--- src/rtl/clkgen_pkg.sv ---
// Shared definitions for the multi-channel clock divider: channel state
// encoding, the minimum legal divide ratio and the default ratio width.
package clkgen_pkg;

    typedef enum logic {
        IDLE = 1'b0,
        RUN  = 1'b1
    } chan_state_t;

    // Ratios below this are clamped up when captured; also the reset ratio.
    localparam int MIN_DIV       = 2;
    localparam int DEFAULT_DIV_W = 16;

endpackage

--- src/rtl/clkgen_chan.sv ---
// One divider channel: shadow/active ratio, counter, IDLE/RUN state and
// registered clk_out/tick. Optional phase start offset when CLKGEN_PHASE_EN
// is defined.
module clkgen_chan
    import clkgen_pkg::*;
#(
    parameter int DIV_W   = DEFAULT_DIV_W
`ifdef CLKGEN_PHASE_EN
    ,
    parameter int PHASE_W = DIV_W
`endif
) (
    input  logic               clk,
    input  logic               rst_n,
    input  logic               en,
    input  logic [DIV_W-1:0]   div,
    input  logic               load,
`ifdef CLKGEN_PHASE_EN
    input  logic [PHASE_W-1:0] phase,
`endif
    output logic               clk_out,
    output logic               tick
);

    chan_state_t      state_reg, state_next;
    logic [DIV_W-1:0] s_reg, s_next;
    logic [DIV_W-1:0] n_reg, n_next;
    logic [DIV_W-1:0] cnt_reg, cnt_next;
    logic             clk_out_reg, clk_out_next;
    logic             tick_reg, tick_next;
    logic [DIV_W-1:0] div_clamped;
    logic [DIV_W-1:0] start_val;

`ifdef CLKGEN_PHASE_EN
    localparam int CMP_W = (PHASE_W > DIV_W) ? PHASE_W : DIV_W;
    logic [CMP_W-1:0] phase_ext;
    logic [CMP_W-1:0] ratio_ext;

    // Start offset is honoured only if it lies inside the period about to begin.
    always_comb begin
        phase_ext = CMP_W'(phase);
        ratio_ext = CMP_W'(s_next);
        start_val = (phase_ext < ratio_ext) ? DIV_W'(phase) : '0;
    end
`else
    assign start_val = '0;
`endif

    // Clamp the incoming ratio and pick the shadow value for this edge; a load
    // coinciding with a wrap or with IDLE is taken straight into the active ratio.
    always_comb begin
        div_clamped = (div < DIV_W'(MIN_DIV)) ? DIV_W'(MIN_DIV) : div;
        s_next      = load ? div_clamped : s_reg;
    end

    // Next-state logic; outputs are judged against the ratio in force for cnt_next.
    always_comb begin
        state_next   = state_reg;
        cnt_next     = cnt_reg;
        n_next       = n_reg;
        clk_out_next = 1'b0;
        tick_next    = 1'b0;
        case (state_reg)
            IDLE: begin
                n_next   = s_next;
                cnt_next = '0;
                if (en) begin
                    state_next   = RUN;
                    cnt_next     = start_val;
                    clk_out_next = (start_val < (s_next >> 1));
                    tick_next    = (start_val == '0);
                end
            end
            RUN: begin
                if (!en) begin
                    state_next = IDLE;
                    cnt_next   = '0;
                    n_next     = s_next;
                end else begin
                    if (cnt_reg == n_reg - DIV_W'(1)) begin
                        cnt_next = '0;
                        n_next   = s_next;
                    end else begin
                        cnt_next = cnt_reg + DIV_W'(1);
                    end
                    clk_out_next = (cnt_next < (n_next >> 1));
                    tick_next    = (cnt_next == '0);
                end
            end
            default: begin
                state_next = IDLE;
                cnt_next   = '0;
            end
        endcase
    end

    // State and output registers; reset discards any captured ratio.
    always_ff @(posedge clk) begin
        if (!rst_n) begin
            state_reg   <= IDLE;
            s_reg       <= DIV_W'(MIN_DIV);
            n_reg       <= DIV_W'(MIN_DIV);
            cnt_reg     <= '0;
            clk_out_reg <= 1'b0;
            tick_reg    <= 1'b0;
        end else begin
            state_reg   <= state_next;
            s_reg       <= s_next;
            n_reg       <= n_next;
            cnt_reg     <= cnt_next;
            clk_out_reg <= clk_out_next;
            tick_reg    <= tick_next;
        end
    end

    assign clk_out = clk_out_reg;
    assign tick    = tick_reg;

endmodule

--- src/rtl/clock_div_gen.sv ---
// Multi-channel programmable clock divider top. Slices the packed ratio
// (and, with CLKGEN_PHASE_EN defined, phase) buses into independent channels.
module clock_div_gen
    import clkgen_pkg::*;
#(
    parameter int CHANNELS = 4,
    parameter int DIV_W    = DEFAULT_DIV_W
`ifdef CLKGEN_PHASE_EN
    ,
    parameter int PHASE_W  = DIV_W
`endif
) (
    input  logic                        clk,
    input  logic                        rst_n,
    input  logic [CHANNELS-1:0]         en,
    input  logic [CHANNELS*DIV_W-1:0]   div,
    input  logic [CHANNELS-1:0]         load,
`ifdef CLKGEN_PHASE_EN
    input  logic [CHANNELS*PHASE_W-1:0] phase,
`endif
    output logic [CHANNELS-1:0]         clk_out,
    output logic [CHANNELS-1:0]         tick
);

    // One fully independent divider per channel.
    generate
        for (genvar gi = 0; gi < CHANNELS; gi++) begin : g_chan
            clkgen_chan #(
                .DIV_W   (DIV_W)
`ifdef CLKGEN_PHASE_EN
                ,
                .PHASE_W (PHASE_W)
`endif
            ) u_chan (
                .clk     (clk),
                .rst_n   (rst_n),
                .en      (en[gi]),
                .div     (div[gi*DIV_W +: DIV_W]),
                .load    (load[gi]),
`ifdef CLKGEN_PHASE_EN
                .phase   (phase[gi*PHASE_W +: PHASE_W]),
`endif
                .clk_out (clk_out[gi]),
                .tick    (tick[gi])
            );
        end
    endgenerate

endmodule

--- config.mk ---
export PLATFORM = sky130hd
export DESIGN_NAME = clock_div_gen
export DESIGN_NICKNAME = d
export VERILOG_FILES = /design/src/rtl/clkgen_pkg.sv /design/src/rtl/clkgen_chan.sv /design/src/rtl/clock_div_gen.sv
export SDC_FILE = /design/constraint.sdc
export NUM_CORES = 1
export LEC_CHECK = 0
export ABC_CLOCK_PERIOD_IN_PS = 6050
export BUFFER_PORTS_ARGS = -buffer_cell sky130_fd_sc_hd__buf_2
export CORE_MARGIN = 4
export CORE_UTILIZATION = 37
export CTS_CLUSTER_SIZE = 28
export DETAILED_ROUTE_END_ITERATION = 6
export SYNTH_ARGS = -nofsm -noshare
export SYNTH_HDL_FRONTEND = slang
export SYNTH_SLANG_ARGS = --single-unit
--- constraint.sdc ---
create_clock -name clk -period 6.05 [get_ports clk]
set_input_delay 0.605 -clock clk [delete_from_list [all_inputs] [get_ports clk]]
set_output_delay 0.605 -clock clk [all_outputs]
set_load 0.02 [all_outputs]
After elaboration in Yosys (flattened, before gate mapping)
Index checks and enable logic that the tools add are counted.
{"block": "totals", "in_bits": 74, "out_inout_bits": 8, "reg_bits": 204, "wordCells": 136}
{"block": "classes", "n_bitwise": 4, "order_cmp": 12, "mux": 72, "eq_ne": 8, "n_reduce_logical": 4, "n_addsub": 8}
{"cell": "$mux W16", "n": 40}
{"cell": "$pmux W16 S2", "n": 8}
{"cell": "$add A16 B1 Y16 const B", "n": 4}
{"cell": "$eq A16 B16 Y1", "n": 4}
{"cell": "$logic_not A16 Y1", "n": 4}
{"cell": "$lt A16 B15 Y1", "n": 4}
{"cell": "$lt A16 B2 Y1 const B", "n": 4}
{"cell": "$sub A16 B1 Y16 const B", "n": 4}
{"cell": "$lt A1 B15 Y1 const A", "n": 4}
{"cell": "$mux W1", "n": 16}
{"cell": "$pmux W1 S2", "n": 8}
{"cell": "$ne A3 B3 Y1 const B", "n": 4}
{"cell": "$not A1 Y1", "n": 4}

Logic depth before layout (Yosys ltp)
Gate-level depths: netlist of the first run.
{"block": "depth", "word_depth": 9, "mapped_depth": 22, "mapped_depth_nobuf": 19}

By module
From an unflattened synthesis of the first run, not the netlist that was laid out.
{"block": "unflattened", "hier_cells": 1551, "hier_area_um2": 13536.7}
{"module": "clkgen_chan at g_chan[0].u_chan ...", "instances": 3, "area_each_um2": 3390.8, "seq_area_each_um2": 1021.0, "cells_each": 386}
{"module": "clkgen_chan at g_chan[1].u_chan", "instances": 1, "area_each_um2": 3364.5, "seq_area_each_um2": 1021.0, "cells_each": 393}

Worst setup path after synthesis of the first run
OpenSTA, ideal clock, no wires.
{"block": "synth_path", "kind": "register to register", "startpoint": "register g_chan[2].u_chan.n_reg[0]", "endpoint": "register g_chan[2].u_chan.clk_out_reg", "arrival_time_ns": 4.318, "setup_time_ns": 0.078, "setup_slack_ns": 1.655, "stages_incl_launch_ff": 20, "required_time_ns": 5.972, "n_path_buf": 2, "synth_period_minus_slack_ns": 4.395, "cell_sequence": "dfxtp_1 inv_1 ha_1 or4b_2 or4b_2 o211ai_1 nand4b_1 nor2_1 buf_2 buf_4 mux2i_1 ha_1 a21o_1 a21o_1 a21o_1 a21o_1 a21o_1 a21oi_1 o221ai_1 nor3_1"}
{"block": "synth_via", "elab_chain_cells": 8, "elab_cells_between_ends": 11, "classes_between": "1 x add/sub; 1 x order compare; 1 x eq/ne; 8 x mux"}
{"element": "start: declaration", "line_no": "clkgen_chan.sv:27", "source": "logic [DIV_W-1:0] n_reg, n_next;"}
{"element": "start signal: assignment", "line_no": "clkgen_chan.sv:102", "source": "n_reg <= DIV_W'(MIN_DIV);"}
{"element": "start signal: assignment", "line_no": "clkgen_chan.sv:109", "source": "n_reg <= n_next;"}
{"element": "$sub A16 B1 Y16 (*)", "line_no": "clkgen_chan.sv:80", "source": "if (cnt_reg == n_reg - DIV_W'(1)) begin"}
{"element": "$eq A16 B16 Y1 (*)", "line_no": "clkgen_chan.sv:80"}
{"element": "$mux W16", "line_no": "clkgen_chan.sv:80"}
{"element": "$mux W16", "line_no": "clkgen_chan.sv:75", "source": "if (!en) begin"}
{"element": "$mux W16", "line_no": "clkgen_chan.sv:63", "source": "case (state_reg)"}
{"element": "$lt A16 B15 Y1 (*)", "line_no": "clkgen_chan.sv:86", "source": "clk_out_next = (cnt_next < (n_next >> 1));"}
{"element": "$mux W1 (*)", "line_no": "clkgen_chan.sv:75"}
{"element": "$pmux W1 S2 (*)", "line_no": "clkgen_chan.sv:63"}
{"element": "end signal: assignment", "line_no": "clkgen_chan.sv:111", "source": "clk_out_reg <= clk_out_next;"}
{"element": "end: declaration", "line_no": "clkgen_chan.sv:29", "source": "logic clk_out_reg, clk_out_next;"}
Every way passes the cells marked *; elsewhere a longest branch is shown, timed or not. The select of a mux whose other input is x is not followed.
A chain may end at the register's enable or synchronous reset.

Final worst setup path of the first run
{"block": "layout_path", "startpoint": "register g_chan[2].u_chan.n_reg[1]", "endpoint": "register g_chan[2].u_chan.clk_out_reg"}
{"block": "layout_via", "elab_chain_cells": 8, "elab_cells_between_ends": 11, "classes_between": "1 x add/sub; 1 x order compare; 1 x eq/ne; 8 x mux"}
{"element": "$sub A16 B1 Y16", "line_no": "clkgen_chan.sv:80"}
{"element": "$eq A16 B16 Y1", "line_no": "clkgen_chan.sv:80"}
{"element": "$mux W16", "line_no": "clkgen_chan.sv:80"}
{"element": "$mux W16", "line_no": "clkgen_chan.sv:75"}
{"element": "$mux W16", "line_no": "clkgen_chan.sv:63"}
{"element": "$lt A16 B15 Y1 (*)", "line_no": "clkgen_chan.sv:86"}
{"element": "$mux W1 (*)", "line_no": "clkgen_chan.sv:75"}
{"element": "$pmux W1 S2 (*)", "line_no": "clkgen_chan.sv:63"}
Marks and branches as above.

==> run metrics, run 1 <==
status=completed; grt ovf=0; final net count=about 1600; I/O pin total=82; pre-CTS setup slack=~1.4 ns; top_reg_cell synth=dfxtp_1; Initial Util=a little under two fifths; Core Region=roughly 33000 sq um; DR vias=around 11000; post-synth top area share=about a third; Die Span X=191 um; post-layout min period=around 4.7 ns; post-CTS sizing=0; Hold Path Depth=3; CTS Buffer Depth=3; sequential share of the synthesized area=between 30% and 40%; vias in the first global route=about 10000; crit start category=flip-flop; fin cells=roughly 2000; Hold Vio Cnt, Final=0; Yosys reg bits=204; pwr dens=240 nW/um^2; Syn Nets=between 1500 and 2000; largest net degree at the start of global routing=59; CP cell instances=inv_1 -> ha_1 -> or4b_2 -> or4b_2 -> o211ai_1 -> nand4b_1 -> nor2_4 -> buf_4 -> mux2i_1 -> ha_1 -> a21o_1 -> a21o_1 -> a21oi_1 -> o211ai_1 -> a21oi_1 -> o221ai_1 -> nor3_1; Clock Latency Late Sink=about 0.52 ns; Routed Wire Length=32100 um; # rows=between 60 and 70; worst r2r src=g_chan[2].u_chan.n_reg[1]; Setup crit end kind=flip-flop; Buf/Inv on CP=2; Routed Antenna Nets=0; CTS tree=yes; final setup skew=approximately 0.011 ns; first-pass iteration count of the detailed router=5; slew margin rel.=approximately a fifth; Remaining DRCs=0; CTS clk-pin slew, worst paths=~0.06 ns; H-tree levels=1; setup TNS=0 ns; synthesized instance count=between 1000 and 1500; drt wl/cell=between 15 and 20 um; Final GP Congestion=between 0.9 and 1; fraction of layout cells with a size suffix above 1=about 11%; DR vias/cell=between 5 and 6; die area=36600 sq um; DP Wirelength=24700 um; PortBufs=slightly above 80; CP Class=flip-flop to flip-flop; CTS Buf Count=24; CTS root buf=clkbuf_16; syn_area_per_cell=about 8.4 sq um; CP arrival=slightly above 5 ns; R2R cell count=17; most common cell after layout, fill and taps aside=dfxtp_1; hold-fix buffers at CTS=0; Crit-path slowest cell=or4b_2; clock sinks=204; Leak=approximately 5.6 nW; Layout Area Growth over Synthesis=11.2%; final slew viol count=0; most frequent cells in the layout=dfxtp_1 (204), nor2_1 (164), nand2_1 (87); max-capacitance violation count=0; placed cell count=between 1500 and 2000; Syn Std Cell Area=between 10000 and 15000 sq um; die height=roughly 190 um; peak supply drop=roughly 200 uV; Slew @ Worst Pin=~1.2 ns; RSZ-0062 raised after global routing=no; Fmax=~210 MHz; fin crit share=between 70% and 80%; Synth area leader=dfxtp_1; EDFF count, synth=0; ys async rst share=0%; reg-to-reg critical path endpoint=g_chan[2].u_chan.clk_out; YS warnings=0; Tightest Hold Check Type=primary input to flip-flop; hold_sp=en[0]; Worst Path Max Fanout=22; Diodes inserted=0; critical path's top delay family=simple AND/OR/NAND/NOR gates; CP max stage delay=about 0.67 ns; Overall Global Routing Usage=17.0%; most area-consuming cells after synthesis=dfxtp_1 (33%), ha_1 (6.4%), mux2i_1 (6.1%); first-pass GRT wire length=slightly above 50000 um; Reg2Reg Setup Slack=1.32 ns; hold endpoint=g_chan[0].u_chan.state_reg; endpoints failing setup=0; final setup margin=approximately 1.3 ns; library cells used by synthesis=72; Worst EP required=about 6.5 ns; Detailed Route Iter0 Violations=between 600 and 700; initial antenna violation count=1; post-CTS setup repair buffer count=0
metal layers:
| layer | global-route usage, % | part of all wire (%) |
|---|---|---|
| met1 | 22.9 | 47 |
| met2 | 28.4 | 46 |
| met3 | 2.26 | 4.1 |
| met4 | 5.03 | 2.7 |
| met5 | 0 | 0.040 |
report_power, final:
| part | total (mW) | internal, mW | switching, mW |
|---|---|---|---|
| logic | 0.434 | 0.189 | 0.245 |
| clock network | 1.43 | 0.856 | 0.571 |
| registers | 1.47 | 1.40 | 0.0631 |
synthesized netlist by cell type, types with 15 or more instances:
cell type,number
clkbuf_1,54
nand4_1,47
and3_1,15
dfxtp_1,204
nor2b_1,50
a22o_1,15
xnor2_1,75
mux2i_1,76
o22ai_1,28
nand2_1,87
and2_1,26
nor3_1,47
or4_1,15
nor4_1,34
mux2_2,27
o21ai_0,59
a21oi_1,33
inv_1,38
xor2_1,64
ha_1,64
buf_2,16
nand3_1,56
nor2_1,165
tightest hold or removal path, delay by kind of cell:
family	cells	cell delay, ns
buffers and inverters	2	0.17
and+or+nand+nor	1	0.10
logic make-up (layout without fill, tap and decap cells):
group	after synthesis	count (layout)	synth area share [%]
xor+xnor	139	139	9.78
simple gates	609	609	25.7
fa+ha+maj	64	64	6.44
compound gates	229	229	12.2
buf+inv	127	171	4.49
mux	103	103	8.56
flops	204	204	32.8
worst max path at each step:
stage / to / slack [ns] / from / cells past startpoint
global route: g_chan[1].u_chan.clk_out / 0.93 / g_chan[1].u_chan.n_reg[0] / 15
CTS: g_chan[2].u_chan.clk_out / 1.34 / g_chan[2].u_chan.n_reg[1] / 17
finish: g_chan[2].u_chan.clk_out / 1.32 / g_chan[2].u_chan.n_reg[1] / 17
detailed placement: g_chan[2].u_chan.clk_out / 1.35 / g_chan[2].u_chan.n_reg[1] / 17
floorplan: g_chan[2].u_chan.clk_out / 1.65 / g_chan[2].u_chan.n_reg[0] / 19
global placement: g_chan[2].u_chan.clk_out / 1.47 / g_chan[2].u_chan.n_reg[0] / 17
per-stage QoR:
stage               instance area [sq um]  hold WS, ns  power, mW  utilization [%]
CTS                                 13800        0.358       3.37             42.1
global placement                    13100        0.497       1.92             39.7
floorplan                           12400        0.459       1.80                -
finish                              13800        0.390       3.33             42.1
detailed placement                  13100        0.494       1.93             39.7
global route                        13800        0.382       3.49             42.1
final cells by class:
cell class | count | area, sq um
Clock buffer | 36 | 717
Timing Repair Buffer | 90 | 473
Tap cell | 442 | 553
Multi-Input combinational cell | 1144 | 7810
Clock inverter | 7 | 60.1
Sequential cell | 204 | 4080
Inverter | 38 | 143
Fill cell | 3351 | 19000
Power figures use the tool's default switching activity.
==> run 2: changes to the inputs <==
--- a/config.mk
+++ b/config.mk
@@ -5,7 +5,7 @@
 export SDC_FILE = /design/constraint.sdc
 export NUM_CORES = 1
 export LEC_CHECK = 0
-export ABC_CLOCK_PERIOD_IN_PS = 6050
+export ABC_CLOCK_PERIOD_IN_PS = 4900
 export BUFFER_PORTS_ARGS = -buffer_cell sky130_fd_sc_hd__buf_2
 export CORE_MARGIN = 4
 export CORE_UTILIZATION = 37
==> constraint.sdc (replaced) <==
create_clock -name clk -period 4.9 [get_ports clk]
set_input_delay 0.49 -clock clk [delete_from_list [all_inputs] [get_ports clk]]
set_output_delay 0.49 -clock clk [all_outputs]
set_load 0.02 [all_outputs]
==> run 2 against run 1 <==
Against the previous run: non-clock buffer count grew 5; final area grew 0.70%; worst hold slack lost 0.098 ns; sequential share of layout area shrank 0.20 points; maximum frequency grew 4.3%; clock skew shrank 0.0047 ns; largest cell class unchanged.
==> run metrics, run 2 (synthesized netlist as in run 1, its figures left out) <==
vias in the first global route=10100 (about the same); fraction of layout cells with a size suffix above 1=11.8% (was 11.3%); met2 Usage GRT=28.3% (was 28.4%); H-tree levels=1 (unchanged); Diodes inserted=0 (unchanged); Comb pwr share=13.0% (about the same); Fillers=3281 (was 3351); multi-input combinational cell area=7810 sq um (unchanged); CTS tree=yes (unchanged); Final GP Congestion=0.898 (was 0.913); Tightest Hold Check Type=primary input to flip-flop (unchanged); post-CTS setup repair buffer count=0 (unchanged); Overall Global Routing Usage=17.3% (was 17.0%); first-pass iteration count of the detailed router=5 (unchanged); grt ovf=0 (unchanged); DR vias/cell=5.39 (was 5.37); CTS Buf Count=23 (was 24); final net count=1644 (was 1640); final setup skew=0.00635 ns (was 0.0110 ns); final slew viol count=0 (unchanged); pre-CTS setup slack=0.391 ns (was 1.35 ns); Worst EP required=5.34 ns (was 6.49 ns); register area=4080 sq um (unchanged); met1 Use GR=24.4% (was 22.9%); most common cell after layout, fill and taps aside=dfxtp_1 (unchanged); hold_sp=en[0] (unchanged); Routed Antenna Nets=0 (unchanged); RSZ-0062 raised after global routing=no (unchanged); Core Region=32900 sq um (unchanged); clock share of power=43.9% (was 42.9%); sequential power share=43.1% (was 44.1%); setup TNS=0 ns (unchanged); Slew @ Worst Pin=0.908 ns (was 1.18 ns); Layout Area Growth over Synthesis=12.0% (was 11.2%); die height=191 um (unchanged); CTS root buf=clkbuf_16 (unchanged); Setup crit end kind=flip-flop (unchanged); Worst Path Max Fanout=16 (was 22); slew margin rel.=38.9% (was 20.8%); hold-fix buffers at CTS=0 (unchanged); DR vias=10600 (was 10500); Fmax=220 MHz (was 211 MHz); Hold Vio Cnt, Final=0 (unchanged); pwr dens=301 nW/um^2 (was 240 nW/um^2); CTS clk-pin slew, worst paths=0.06 ns (about the same); post-CTS sizing=0 (unchanged); P_sw=1.10 mW (was 0.879 mW); die area=36600 sq um (unchanged); busiest layer in global routing=met2 (unchanged); worst r2r src=g_chan[2].u_chan.n_reg[1] (unchanged); post-layout min period=4.54 ns (was 4.73 ns); first-pass GRT wire length=52700 um (was 51800 um); # rows=66 (unchanged); Pint=3.09 mW (was 2.45 mW); CTS Buffer Depth=3 (unchanged); Routed Wire Length=32300 um (was 32100 um); endpoints failing setup=0 (unchanged); Remaining DRCs=0 (unchanged); fin crit share=92.6% (was 78.3%); CP arrival=4.98 ns (was 5.18 ns); PortBufs=81 (unchanged); drt wl/cell=16.4 um (about the same); sw frac=26.3% (was 26.4%); Detailed Route Iter0 Violations=759 (was 642); max-capacitance violation count=0 (unchanged); M3 GR Usage=2.36% (was 2.26%); largest net degree at the start of global routing=53 (was 59); crit start category=flip-flop (unchanged); initial antenna violation count=0 (was 1); status=completed (unchanged); clock sinks=204 (unchanged); CP Class=flip-flop to flip-flop (unchanged); I/O pin total=82 (unchanged); most frequent cells in the layout=dfxtp_1 (204), nor2_1 (164), nand2_1 (87) (unchanged); crit path from=g_chan[2].u_chan.n_reg[1] (unchanged); peak supply drop=201 uV (was 204 uV); Die Span X=191 um (unchanged); Leak=5.60 nW (was 5.56 nW); DP Wirelength=24800 um (was 24700 um); Clock Latency Late Sink=0.51 ns (was 0.52 ns); Initial Util=37.9% (unchanged); final setup margin=0.360 ns (was 1.32 ns)
-- run 2: final timing paths --
kind	end	slack, ns	depth (start not counted)
hold / removal	g_chan[0].u_chan.state_reg	0.29	3
hold reg to reg	g_chan[3].u_chan.s_reg[0]	0.51	2
setup / recovery	g_chan[2].u_chan.clk_out	0.36	17
setup reg to reg	g_chan[2].u_chan.clk_out	0.36	17
-- run 2: cell type report --
type                            instances  share of cell area (%)
Inverter                               38                    1.02
Sequential cell                       204                    29.3
Clock inverter                         10                   0.970
Clock buffer                           31                    4.85
Multi-Input combinational cell       1144                    56.0
Timing Repair Buffer                   95                    3.84
Tap cell                              442                    3.97
-- run 2: critical path, cell delays in order (launching register included) --
cell and delay [ns]:
dfxtp_1 0.34, inv_1 0.10, ha_1 0.21, or4b_2 0.67
or4b_2 0.65, o211ai_1 0.12, nand4b_1 0.17, nor2_4 0.32
buf_4 0.24, mux2i_1 0.20, ha_1 0.26, a21o_1 0.16
a21o_1 0.16, a21o_1 0.17, a21o_1 0.17, a21oi_1 0.20
o221ai_1 0.15, nor3_1 0.19
-- run 2: per-stage QoR --
stage / util, % / power [mW] / area, sq um / hold slack [ns] / instances
after floorplan: - / 2.22 / 12400 / 0.459 / 1475
after global placement: 39.9 / 2.38 / 13100 / 0.494 / 1923
after detailed placement: 39.9 / 2.39 / 13100 / 0.503 / 1923
after CTS: 42.4 / 4.25 / 13900 / 0.257 / 1964
after global routing: 42.4 / 4.40 / 13900 / 0.307 / 1964
final: 42.4 / 4.20 / 13900 / 0.292 / 1964
-- run 2: power by group through the flow --
| stage | Sequential, mW | Clock (mW) | Combinational, mW |
|---|---|---|---|
| after floorplan | 1.81 | 0 | 0.411 |
| after global placement | 1.84 | 0 | 0.537 |
| after detailed placement | 1.84 | 0 | 0.545 |
| after CTS | 1.81 | 1.90 | 0.547 |
| after global routing | 1.82 | 1.97 | 0.612 |
| final | 1.81 | 1.84 | 0.546 |
-- run 2: routing by layer --
layer	share of wire, %	up-vias
li1	-	5363
met1	49	4964
met2	46	212
met3	4.2	40
met4	1.5	0
met5	0	-
==> run 3: changes to the inputs <==
--- a/config.mk
+++ b/config.mk
@@ -5,10 +5,9 @@
 export SDC_FILE = /design/constraint.sdc
 export NUM_CORES = 1
 export LEC_CHECK = 0
-export ABC_CLOCK_PERIOD_IN_PS = 4900
 export BUFFER_PORTS_ARGS = -buffer_cell sky130_fd_sc_hd__buf_2
 export CORE_MARGIN = 4
-export CORE_UTILIZATION = 37
+export CORE_UTILIZATION = 30
 export CTS_CLUSTER_SIZE = 28
 export DETAILED_ROUTE_END_ITERATION = 6
 export SYNTH_ARGS = -nofsm -noshare
==> run 3 against run 2 <==
Against the previous run: maximum frequency is 0.38% higher; largest power group unchanged; critical endpoint unchanged; cell count is 4.8% higher; global-route usage is 2.8 points lower; worst setup slack better by 0.017 ns; critical path type unchanged; total power is 5.0% higher; via count hardly changed; combinational power hardly changed; sequential share of layout area is 0.43 points lower; final area is 1.5% higher; count of clock-buffer cells in the layout is 1 lower; die area is 22% higher; critical path depth stayed put.
==> run metrics, run 3 (synthesized netlist as in run 1, its figures left out) <==
Setup crit end kind=flip-flop (unchanged); die area=44800 sq um (was 36600 sq um); RSZ-0062 raised after global routing=no (unchanged); Core Region=40900 sq um (was 32900 sq um); Fmax=221 MHz (was 220 MHz); P_sw=1.11 mW (was 1.10 mW); sw frac=25.2% (was 26.3%); DR vias/cell=5.14 (was 5.39); I/O pin total=82 (unchanged); DP Wirelength=25600 um (was 24800 um); sequential power share=41.1% (was 43.1%); CP arrival=4.96 ns (was 4.98 ns); CTS Buf Count=24 (was 23); Leak=5.64 nW (was 5.60 nW); final instance area=14100 sq um (was 13900 sq um); Max Used Layer=met5 (was met4); Reg2Reg Setup Slack=0.38 ns (was 0.36 ns); CP cell instances=inv_1 -> ha_1 -> or4b_2 -> or4b_2 -> o211ai_1 -> nand4b_1 -> nor2_4 -> buf_4 -> mux2i_1 -> ha_1 -> a21o_1 -> a21o_1 -> a21o_1 -> a21o_1 -> a21oi_1 -> o221ai_1 -> nor3_1 (unchanged); multi-input combinational cell area=7810 sq um (unchanged); R2R cell count=17 (unchanged); largest net degree at the start of global routing=46 (was 53); final slew viol count=0 (unchanged); Met1 Routed Length=15500 um (was 15700 um); PortBufs=81 (unchanged); most common cell after layout, fill and taps aside=dfxtp_1 (unchanged); slew margin rel.=41.9% (was 38.9%); Crit-path slowest cell=or4b_2 (unchanged); first-pass iteration count of the detailed router=5 (unchanged); fraction of layout cells with a size suffix above 1=11.9% (was 11.8%); Final GP Congestion=0.912 (was 0.898); grt ovf=0 (unchanged); Slew @ Worst Pin=0.863 ns (was 0.908 ns); Comb pwr share=12.4% (was 13.0%); max-capacitance violation count=0 (unchanged); Worst Path Max Fanout=6 (was 16); met2 routed WL=15500 um (was 14800 um); fin crit share=92.3% (was 92.6%); register area=4080 sq um (unchanged); H-tree levels=1 (unchanged); vias in the first global route=10300 (was 10100); peak supply drop=209 uV (was 201 uV); Hold Path Depth=3 (unchanged); Fillers=4211 (was 3281); CTS root buf=clkbuf_16 (unchanged); reg-to-reg critical path endpoint=g_chan[2].u_chan.clk_out (unchanged); drt wl/cell=16.2 um (was 16.4 um); CTS clk-pin slew, worst paths=0.06 ns (about the same); hold_sp=en[0] (unchanged); pwr dens=312 nW/um^2 (was 301 nW/um^2); clock share of power=46.5% (was 43.9%); Layout Area Growth over Synthesis=13.6% (was 12.0%); CTS Buffer Depth=3 (unchanged); # rows=74 (was 66); worst r2r src=g_chan[2].u_chan.n_reg[1] (unchanged); endpoints failing setup=0 (unchanged); setup TNS=0 ns (unchanged); Post-DP Area=13200 sq um (was 13100 sq um); DR vias=10600 (about the same); Worst EP required=5.33 ns (was 5.34 ns); most used cell, CP=a21o_1 (unchanged); Tightest Hold Check Type=primary input to flip-flop (unchanged); first-pass GRT wire length=53900 um (was 52700 um); Routed Wire Length=33300 um (was 32300 um); hold endpoint=g_chan[0].u_chan.state_reg (unchanged); pre-CTS setup slack=0.325 ns (was 0.391 ns); Overall Global Routing Usage=14.5% (was 17.3%); Clock Latency Late Sink=0.53 ns (was 0.51 ns); hold slack=0.252 ns (was 0.292 ns); die height=212 um (was 191 um); initial antenna violation count=4 (was 0); Routed Antenna Nets=0 (unchanged); clock sinks=204 (unchanged); Detailed Route Iter0 Violations=663 (was 759); CP max stage delay=0.67 ns (about the same); final net count=1647 (was 1644); most frequent cells in the layout=dfxtp_1 (204), nor2_1 (164), nand2_1 (87) (unchanged); post-layout min period=4.52 ns (was 4.54 ns); status=completed (unchanged); Remaining DRCs=0 (unchanged); Die Span X=212 um (was 191 um); final setup margin=0.378 ns (was 0.360 ns); crit start category=flip-flop (unchanged); met3 wire len=1570 um (was 1350 um); Initial Util=30.4% (was 37.9%); CP Class=flip-flop to flip-flop (unchanged); Pint=3.30 mW (was 3.09 mW); final setup skew=0.0134 ns (was 0.00635 ns); Hold Vio Cnt, Final=0 (unchanged); CTS tree=yes (unchanged)
[run 3: final cells by class]
cell class,count,area share (%)
Clock inverter,13,1.75
Sequential cell,204,28.9
Antenna cell,1,0.0177
Timing Repair Buffer,97,3.72
Tap cell,532,4.71
Inverter,38,1.01
Clock buffer,30,4.70
Multi-Input combinational cell,1144,55.2
[run 3: how the worst max path moves through the flow]
stage | startpoint | to | slack, ns | depth (start not counted)
floorplan | g_chan[2].u_chan.n_reg[0] | g_chan[2].u_chan.clk_out | 0.50 | 19
global placement | g_chan[1].u_chan.n_reg[0] | g_chan[1].u_chan.clk_out | 0.49 | 17
detailed placement | g_chan[2].u_chan.n_reg[1] | g_chan[2].u_chan.clk_out | 0.32 | 17
CTS | g_chan[2].u_chan.n_reg[0] | g_chan[2].u_chan.clk_out | 0.27 | 17
global route | g_chan[2].u_chan.n_reg[1] | g_chan[2].u_chan.clk_out | 0.10 | 17
finish | g_chan[2].u_chan.n_reg[1] | g_chan[2].u_chan.clk_out | 0.38 | 17
[run 3: metrics by stage]
stage	instances	total power, mW	utilization [%]
after CTS	2056	4.47	34.5
final	2059	4.41	34.6
after floorplan	1475	2.22	-
after detailed placement	2013	2.39	32.3
after global routing	2058	4.60	34.5
after global placement	2013	2.38	32.3
[run 3: worst max-delay path, delay by kind of cell (launching register included)]
kind	cells	cell delay, ns
AOI/OAI and AO/OA	7	1.16
adders and majority gates	2	0.47
buffers and inverters	2	0.30
DFF	1	0.33
muxes	1	0.21
and+or+nand+nor	5	1.96
[run 3: metal layers]
metal | global-route usage, % | up-vias
li1 | - | 5353
met1 | 19.4 | 4980
met2 | 24.3 | 201
met3 | 2.36 | 47
met4 | 3.93 | 6
met5 | 0 | -
[run 3: power groups by stage]
| stage | Clock (mW) | Combinational [mW] | Sequential, mW |
|---|---|---|---|
| after floorplan | 0 | 0.411 | 1.81 |
| after global placement | 0 | 0.536 | 1.84 |
| after detailed placement | 0 | 0.545 | 1.84 |
| after CTS | 2.11 | 0.548 | 1.81 |
| after global routing | 2.17 | 0.612 | 1.82 |
| final | 2.05 | 0.548 | 1.81 |
[run 3: what timing repair did]
item,CTS,global route
resized for setup,0,0
setup buffers,0,2
hold buffers,0,0
endpoints found under the setup margin,0,1
